**config.mk**
```make
export PLATFORM = sky130hd
export DESIGN_NAME = fighter_controller
export DESIGN_NICKNAME = d
export VERILOG_FILES = /design/src/rtl/fighter_pkg.sv /design/src/rtl/fighter_controller_frame_timer.sv /design/src/rtl/fighter_controller.sv
export SDC_FILE = /design/constraint.sdc
export NUM_CORES = 1
export LEC_CHECK = 0
export CORE_AREA = 2 2 106 67
export CTS_CLUSTER_SIZE = 24
export DETAILED_ROUTE_END_ITERATION = 6
export DIE_AREA = 0 0 108 69
export DONT_BUFFER_PORTS = 1
export PLACE_DENSITY = 0.74
export SETUP_SLACK_MARGIN = 0.15
export SLEW_MARGIN = 20
export SYNTH_ARGS = -nofsm -noshare
export SYNTH_HDL_FRONTEND = slang
export SYNTH_HIERARCHICAL = 1
export SYNTH_SLANG_ARGS = --single-unit
```
**constraint.sdc**
```tcl
create_clock -name logic_clk -period 5.66 [get_ports logic_clk]
set_input_delay 1.132 -clock logic_clk [delete_from_list [all_inputs] [get_ports logic_clk]]
set_output_delay 1.132 -clock logic_clk [all_outputs]
set_load 0.05 [all_outputs]
```
**src/rtl/fighter_pkg.sv**
```systemverilog
// Shared state codes, stun codes and default frame timings for the fighter controller.
package fighter_pkg;

  typedef enum logic [3:0] {
    ST_IDLE      = 4'd0,
    ST_FORWARD   = 4'd1,
    ST_BACKWARD  = 4'd2,
    ST_I_START   = 4'd3,
    ST_I_ACTIVE  = 4'd4,
    ST_I_RECOV   = 4'd5,
    ST_D_START   = 4'd6,
    ST_D_ACTIVE  = 4'd7,
    ST_D_RECOV   = 4'd8,
    ST_HITSTUN   = 4'd9,
    ST_BLOCKSTUN = 4'd10,
    ST_KO        = 4'd11
  } state_e;

  localparam logic [1:0] STUN_HIT   = 2'b01;
  localparam logic [1:0] STUN_BLOCK = 2'b10;

  localparam int CNT_W          = 5;
  localparam int DEF_I_STARTUP  = 5;
  localparam int DEF_I_ACTIVE   = 2;
  localparam int DEF_I_RECOVERY = 16;
  localparam int DEF_D_STARTUP  = 4;
  localparam int DEF_D_ACTIVE   = 3;
  localparam int DEF_D_RECOVERY = 15;
  localparam int DEF_HITSTUN    = 14;
  localparam int DEF_BLOCKSTUN  = 12;

endpackage

```
**src/rtl/fighter_controller_frame_timer.sv**
```systemverilog
// Per-phase frame counter: clears on request, otherwise counts up and saturates.
module frame_timer
  import fighter_pkg::*;
(
  input  logic             logic_clk,
  input  logic             reset,
  input  logic             clr_i,
  input  logic [CNT_W-1:0] dur_i,
  output logic [CNT_W-1:0] cnt_o,
  output logic             done_o
);

  logic [CNT_W-1:0] cnt_q, cnt_d;

  always_comb begin
    if (clr_i) begin
      cnt_d = {CNT_W{1'b0}};
    end else if (cnt_q == {CNT_W{1'b1}}) begin
      cnt_d = cnt_q;
    end else begin
      cnt_d = cnt_q + {{(CNT_W-1){1'b0}}, 1'b1};
    end
  end

  always_ff @(posedge logic_clk or posedge reset) begin
    if (reset) begin
      cnt_q <= {CNT_W{1'b0}};
    end else begin
      cnt_q <= cnt_d;
    end
  end

  // A phase of N frames ends on its last frame, counter N-1.
  assign done_o = (cnt_q == (dur_i - {{(CNT_W-1){1'b0}}, 1'b1}));
  assign cnt_o  = cnt_q;

endmodule

```
**src/rtl/fighter_controller.sv**
```systemverilog
// One-player fighter state machine: movement, two attack kinds with recovery buffering,
// hit/block stun, health and KO.
module fighter_controller
  import fighter_pkg::*;
#(
  parameter int POS_W        = 10,
  parameter int PLAYER_WIDTH = 64,
  parameter int SPEED_FWD    = 3,
  parameter int SPEED_BWD    = 2,
  parameter int FACING       = 0,
  parameter int START_X      = 10,
  parameter int I_STARTUP    = DEF_I_STARTUP,
  parameter int I_ACTIVE     = DEF_I_ACTIVE,
  parameter int I_RECOVERY   = DEF_I_RECOVERY,
  parameter int D_STARTUP    = DEF_D_STARTUP,
  parameter int D_ACTIVE     = DEF_D_ACTIVE,
  parameter int D_RECOVERY   = DEF_D_RECOVERY,
  parameter int HITSTUN      = DEF_HITSTUN,
  parameter int BLOCKSTUN    = DEF_BLOCKSTUN,
  parameter int HP_W         = 7,
  parameter int HP_MAX       = 100,
  parameter int DMG_I        = 10,
  parameter int DMG_D        = 15,
  parameter int BUF_WIN      = 4
)(
  input  logic             logic_clk,
  input  logic             reset,
  input  logic             in_left,
  input  logic             in_right,
  input  logic             attack,
  input  logic [POS_W-1:0] opp_pos_x,
  input  logic [POS_W-1:0] left_bound,
  input  logic [POS_W-1:0] right_bound,
  input  logic [1:0]       stunmode,
  input  logic             opp_dir_attack,
  input  logic             own_hit,
  output logic [POS_W-1:0] pos_x,
  output logic [3:0]       state,
  output logic             move_flag,
  output logic             attack_flag,
  output logic             is_directional_attack,
  output logic [HP_W-1:0]  health,
  output logic             ko
);

  localparam logic [POS_W:0] PW_X = (POS_W+1)'(PLAYER_WIDTH);
  localparam logic [POS_W:0] SF_X = (POS_W+1)'(SPEED_FWD);
  localparam logic [POS_W:0] SB_X = (POS_W+1)'(SPEED_BWD);

  state_e           state_q, state_d;
  logic [POS_W-1:0] pos_q, pos_d, fwd_pos_s, bwd_pos_s;
  logic [HP_W-1:0]  health_q, health_d, dmg_s;
  logic             buf_vld_q, buf_vld_d, buf_dir_q, buf_dir_d, buf_vld_s, buf_dir_s;
  logic [CNT_W-1:0] cnt_s, dur_s;
  logic             done_s, clr_s, restart_s, hit_apply_s;
  logic             dir_held_s, fwd_held_s, bwd_held_s, fwd_ok_s, bwd_ok_s, in_buf_win_s;
  logic [POS_W:0]   pos_x_s, opp_x_s, lb_x_s, rb_x_s;
  logic [6:0]       rec_dur_s;

  frame_timer u_timer (
    .logic_clk (logic_clk),
    .reset     (reset),
    .clr_i     (clr_s),
    .dur_i     (dur_s),
    .cnt_o     (cnt_s),
    .done_o    (done_s)
  );

  // Pressing both directions counts as no direction at all.
  assign dir_held_s = in_left ^ in_right;
  assign fwd_held_s = (FACING == 0) ? (in_right & ~in_left) : (in_left & ~in_right);
  assign bwd_held_s = (FACING == 0) ? (in_left & ~in_right) : (in_right & ~in_left);

  assign pos_x_s = {1'b0, pos_q};
  assign opp_x_s = {1'b0, opp_pos_x};
  assign lb_x_s  = {1'b0, left_bound};
  assign rb_x_s  = {1'b0, right_bound};

  assign fwd_ok_s = (FACING == 0)
      ? ((pos_x_s + PW_X + SF_X <= opp_x_s) && (pos_x_s + PW_X + SF_X <= rb_x_s))
      : ((pos_x_s >= opp_x_s + PW_X + SF_X) && (pos_x_s >= lb_x_s + SF_X));
  assign bwd_ok_s = (FACING == 0)
      ? (pos_x_s >= lb_x_s + SB_X)
      : (pos_x_s + PW_X + SB_X <= rb_x_s);
  assign fwd_pos_s = (FACING == 0) ? (pos_q + POS_W'(SPEED_FWD)) : (pos_q - POS_W'(SPEED_FWD));
  assign bwd_pos_s = (FACING == 0) ? (pos_q - POS_W'(SPEED_BWD)) : (pos_q + POS_W'(SPEED_BWD));

  assign rec_dur_s    = (state_q == ST_D_RECOV) ? 7'(D_RECOVERY) : 7'(I_RECOVERY);
  assign in_buf_win_s = (({2'b00, cnt_s} + 7'(BUF_WIN)) >= rec_dur_s);
  assign dmg_s        = opp_dir_attack ? HP_W'(DMG_D) : HP_W'(DMG_I);

  always_comb begin
    case (state_q)
      ST_I_START:   dur_s = CNT_W'(I_STARTUP);
      ST_I_ACTIVE:  dur_s = CNT_W'(I_ACTIVE);
      ST_I_RECOV:   dur_s = CNT_W'(I_RECOVERY);
      ST_D_START:   dur_s = CNT_W'(D_STARTUP);
      ST_D_ACTIVE:  dur_s = CNT_W'(D_ACTIVE);
      ST_D_RECOV:   dur_s = CNT_W'(D_RECOVERY);
      ST_HITSTUN:   dur_s = CNT_W'(HITSTUN);
      ST_BLOCKSTUN: dur_s = CNT_W'(BLOCKSTUN);
      default:      dur_s = {CNT_W{1'b1}};
    endcase
  end

  always_comb begin
    state_d   = state_q;
    pos_d     = pos_q;
    restart_s = 1'b0;
    buf_vld_s = buf_vld_q;
    buf_dir_s = buf_dir_q;
    if (health_q == {HP_W{1'b0}}) begin
      state_d = ST_KO;
    end else begin
      case (state_q)
        ST_IDLE, ST_FORWARD, ST_BACKWARD: begin
          if (stunmode == STUN_HIT) begin
            state_d = ST_HITSTUN;
          end else if (stunmode == STUN_BLOCK) begin
            state_d = ST_BLOCKSTUN;
          end else if (attack && dir_held_s) begin
            state_d = ST_D_START;
          end else if (attack) begin
            state_d = ST_I_START;
          end else if (fwd_held_s && fwd_ok_s) begin
            state_d = ST_FORWARD;
            pos_d   = fwd_pos_s;
          end else if (bwd_held_s && bwd_ok_s) begin
            state_d = ST_BACKWARD;
            pos_d   = bwd_pos_s;
          end else begin
            state_d = ST_IDLE;
          end
        end
        ST_I_START:  state_d = done_s ? ST_I_ACTIVE : ST_I_START;
        ST_I_ACTIVE: state_d = (own_hit || done_s) ? ST_I_RECOV : ST_I_ACTIVE;
        ST_D_START:  state_d = done_s ? ST_D_ACTIVE : ST_D_START;
        ST_D_ACTIVE: state_d = done_s ? ST_D_RECOV : ST_D_ACTIVE;
        ST_I_RECOV, ST_D_RECOV: begin
          // The press seen on the exit frame still counts toward the buffer.
          if (attack && in_buf_win_s) begin
            buf_vld_s = 1'b1;
            buf_dir_s = dir_held_s;
          end else begin
            buf_vld_s = buf_vld_q;
            buf_dir_s = buf_dir_q;
          end
          if (stunmode == STUN_HIT) begin
            state_d = ST_HITSTUN;
          end else if (done_s) begin
            state_d = !buf_vld_s ? ST_IDLE : (buf_dir_s ? ST_D_START : ST_I_START);
          end else begin
            state_d = state_q;
          end
        end
        ST_HITSTUN: begin
          if (stunmode == STUN_HIT) begin
            restart_s = 1'b1;
            state_d   = ST_HITSTUN;
          end else if (done_s) begin
            state_d = ST_IDLE;
          end else begin
            state_d = ST_HITSTUN;
          end
        end
        ST_BLOCKSTUN: state_d = done_s ? ST_IDLE : ST_BLOCKSTUN;
        ST_KO:        state_d = ST_KO;
        default:      state_d = ST_IDLE;
      endcase
    end
  end

  assign clr_s       = (state_d != state_q) || restart_s;
  assign hit_apply_s = (state_d == ST_HITSTUN) && ((state_q != ST_HITSTUN) || restart_s);
  assign health_d    = !hit_apply_s ? health_q
                     : ((health_q > dmg_s) ? (health_q - dmg_s) : {HP_W{1'b0}});
  assign buf_vld_d   = (state_d == state_q) ? buf_vld_s : 1'b0;
  assign buf_dir_d   = (state_d == state_q) ? buf_dir_s : 1'b0;

  always_ff @(posedge logic_clk or posedge reset) begin
    if (reset) begin
      state_q   <= ST_IDLE;
      pos_q     <= POS_W'(START_X);
      health_q  <= HP_W'(HP_MAX);
      buf_vld_q <= 1'b0;
      buf_dir_q <= 1'b0;
    end else begin
      state_q   <= state_d;
      pos_q     <= pos_d;
      health_q  <= health_d;
      buf_vld_q <= buf_vld_d;
      buf_dir_q <= buf_dir_d;
    end
  end

  always_comb begin
    move_flag             = (state_q == ST_FORWARD) || (state_q == ST_BACKWARD);
    attack_flag           = (state_q == ST_I_ACTIVE);
    is_directional_attack = (state_q == ST_D_ACTIVE);
    ko                    = (state_q == ST_KO);
  end

  assign pos_x  = pos_q;
  assign state  = state_q;
  assign health = health_q;

endmodule

```
==> metrics.md <==
| Metric | Value |
|---|---|
| Most frequent cells in the layout | `ha_1 (56), inv_1 (45), nor2_1 (34), nand2_1 (29), a21oi_1 (28)` |
| F_max | `194 MHz` |
| DRT Wirelength | `8990 um` |
| Initial core utilization | `53.6%` |
| Worst slew pin tran | `0.902 ns` |
| Max_cap viols | `0` |
| # Post-CTS Setup Buffers | `0` |
| CTS tree | `built` |
| Share of cells above drive strength 1 | `9.05%` |
| Worst-path cell chain | `inv_1 > ha_1 > mux2i_1 > nor2_1 > a21oi_1 > inv_1 > ha_1 > nor2b_1 > or3_1 > a311oi_1 > buf_4 > inv_1 > a21o_1 > a41oi_1 > o21ai_0 > or4_2 > xnor2_1 > or4_1 > nor2_1` |
| Post-synth top area share | `20.2%` |
| Full die area | `0.00745 mm2` |
| Critical path fanouts, max | `13` |
| Pin count of the biggest net entering global routing | `24` |
| FF+latch count, synth | `28` |
| Total gr overflow | `0` |
| Power Density | `112 mW/mm2` |
| Layout area overhead | `5.15%` |
| Final Critical Period | `5.15 ns` |
| CTS H-tree lvls | `1` |
| Final cell count without fillers | `518` |
| Clock skew | `0.00566 ns` |
| Crit path largest cell delay | `0.77 ns` |
| Most common cell on crit path | `inv_1` |
| # DRC | `0` |
| Post-CTS Resized | `0` |
| Nets | `527` |
| Total power | `0.409 mW` |
| Worst VDD drop | `0.0000914 V` |
| Total CTS buffers | `3` |
| Remaining antenna violation count after routing | `0` |
| Gpl congestion | `0.952` |
| Finish-stage setup viols | `0` |
| DR vias | `3190` |
| Worst path slowest cell | `dfrtp_1` |
| Seq/Total Area, Yosys | `20.4%` |
| Worst Setup End Kind | `flip-flop` |
| Clk root buf | `clkbuf_8` |
| Area leader, netlist | `ha_1` |
| Type of the worst min-delay path | `reg2reg` |
| Status | `finished clean` |
| Core Area | `0.00647 mm2` |
| All-Layer GR Usage | `24.1%` |
| Setup TNS | `0 ns` |
| Top_reg_cell synth | `dfrtp_1` |
| Antenna diodes | `0` |
| Critical path's top delay family | `simple AND/OR/NAND/NOR gates` |
| Slew headroom | `39.6%` |
| First-pass GRT wire length | `14500 um` |
| WP buf/inv | `4` |
| CTS clk-pin slew, worst paths | `0.10 ns` |
| Die X-Extent | `108 um` |
| Syn nets | `529` |
| Post-synth EDFFs | `0` |
| Max Root-Sink Buffers | `2` |
| Vias/cell | `6.16` |
| CTS sink count | `28` |
| Top Ports | `64` |
| Worst Path Required | `5.88 ns` |
| Synth Warn # | `6` |
| Hold Fails Final Rpt | `0` |
| Port Buffers | `0` |
| Number of global-route vias before repair | `2972` |
| Static leakage | `1.73 nW` |
| Synth async-reset ratio | `100%` |
| Max-slew violation count | `0` |
| Hold buffers post-CTS | `0` |
| Main area contributors after synthesis | `ha_1 (20%), dfrtp_1 (17%), xnor2_1 (5.3%)` |
| Die H | `69 um` |
| FP Rows | `23` |
| Clk Latency, worst-skew pair | `0.28 ns` |
| Crit path kind | `reg2reg` |
| Initial antenna violation count | `0` |
| RSZ-0062 raised after global routing | `no` |
| Post-synth cell types | `64` |
| Syn avg cell area | `8.00 um2` |
| Period utilization | `91.0%` |
| Initial DRC count | `244` |
| Commonest non-fill, non-tap cell in the layout | `ha_1` |
| Cell Area, Synth | `0.00347 mm2` |
| Placed insts | `514` |
| Arr. time, crit path | `5.36 ns` |
| Cells after Synth | `434` |
| TritonRoute pass-1 iters | `5` |
| Crit path launch type | `flip-flop` |
| Routed length per instance | `17.3 um` |
| Hpwl dp | `7330 um` |
[cell usage after synthesis, types with 4 or more instances]
library cell / n
ha_1: 56
inv_1: 45
nor2_1: 34
nand2_1: 29
a21oi_1: 28
o21ai_0: 24
dfrtp_1: 23
xnor2_1: 21
nand3_1: 18
nor3_1: 13
xor2_1: 13
clkbuf_1: 10
mux2_2: 8
nor2b_1: 8
nor4_1: 8
a21o_1: 7
nand2b_1: 6
dfstp_2: 5
a31oi_1: 4
o211ai_1: 4
o31ai_1: 4
[area by class of cell]
type / instances / area, um2
fill: 595 / 2830
multi-input combinational: 346 / 2540
timing repair buffer: 7 / 52.6
inverter: 46 / 173
clock buffer: 3 / 41.3
clock inverter: 1 / 30.0
sequential: 28 / 707
tap: 87 / 109
[kinds of logic after synthesis]
group	synth area share [%]
flip-flops	20.4
AO/OA/AOI/OAI	19.8
adder cells (fa/ha/maj)	20.2
buffers and inverters	6.67
XOR/XNOR	8.58
multiplexers	3.46
AND/OR/NAND/NOR	21.0
[path summary, 6_finish.rpt]
check	cells after the start	to	startpoint	slack [ns]
worst max-delay path	19	u_timer/cnt_o[3]	state[0]	0.51
worst min-delay path	2	pos_x[1]	pos_x[1]	0.57
worst max register to register	19	u_timer/cnt_o[3]	state[0]	0.51
worst min register to register	2	pos_x[1]	pos_x[1]	0.57
max in group asynchronous	1	pos_x[6]	reset	4.18
min in group asynchronous	1	u_timer/cnt_o[4]	reset	0.63
[state kept, by name, summed over array words and instances (netlist names)]
name / cells
pos_x: 10
health: 7
u_timer/cnt_o: 5
state: 4
buf_dir_q: 1
buf_vld_q: 1
[metal layers]
layer / up-vias / GRT usage [%] / routed length, um
met5: - / 0 / 0
met4: 0 / 3.99 / 61
met3: 8 / 5.87 / 920
met2: 148 / 34.0 / 3570
met1: 1492 / 37.3 / 4440
li1: 1542 / - / -
[worst register-to-register path: cells and delay by family, from the launching register on]
family,cells,cell delay [ns]
buffers and inverters,4,0.61
multiplexers,1,0.15
XOR/XNOR,1,0.18
flip-flops,1,0.77
AO/OA/AOI/OAI,5,0.88
AND/OR/NAND/NOR,6,1.90
adder cells (fa/ha/maj),2,0.59
[where the power goes]
group          internal, mW  leakage, nW  switching (mW)
Sequential            0.200        0.315               0
Clock                0.0948       0.0357          0.0643
Combinational        0.0196         1.38          0.0305
[metrics by stage]
step	area [um2]	hold WS [ns]	utilization, %	worst slack, ns
4_1_cts	3650	0.569	56.4	0.541
6_report	3650	0.570	56.4	0.511
3_5_place_dp	3580	0.553	55.3	0.580
2_1_floorplan	3470	0.579	-	0.864
5_1_grt	3650	0.591	56.4	0.153
3_3_place_gp	3580	0.559	55.3	0.680
No activity file was read; power rests on OpenSTA's default activity.
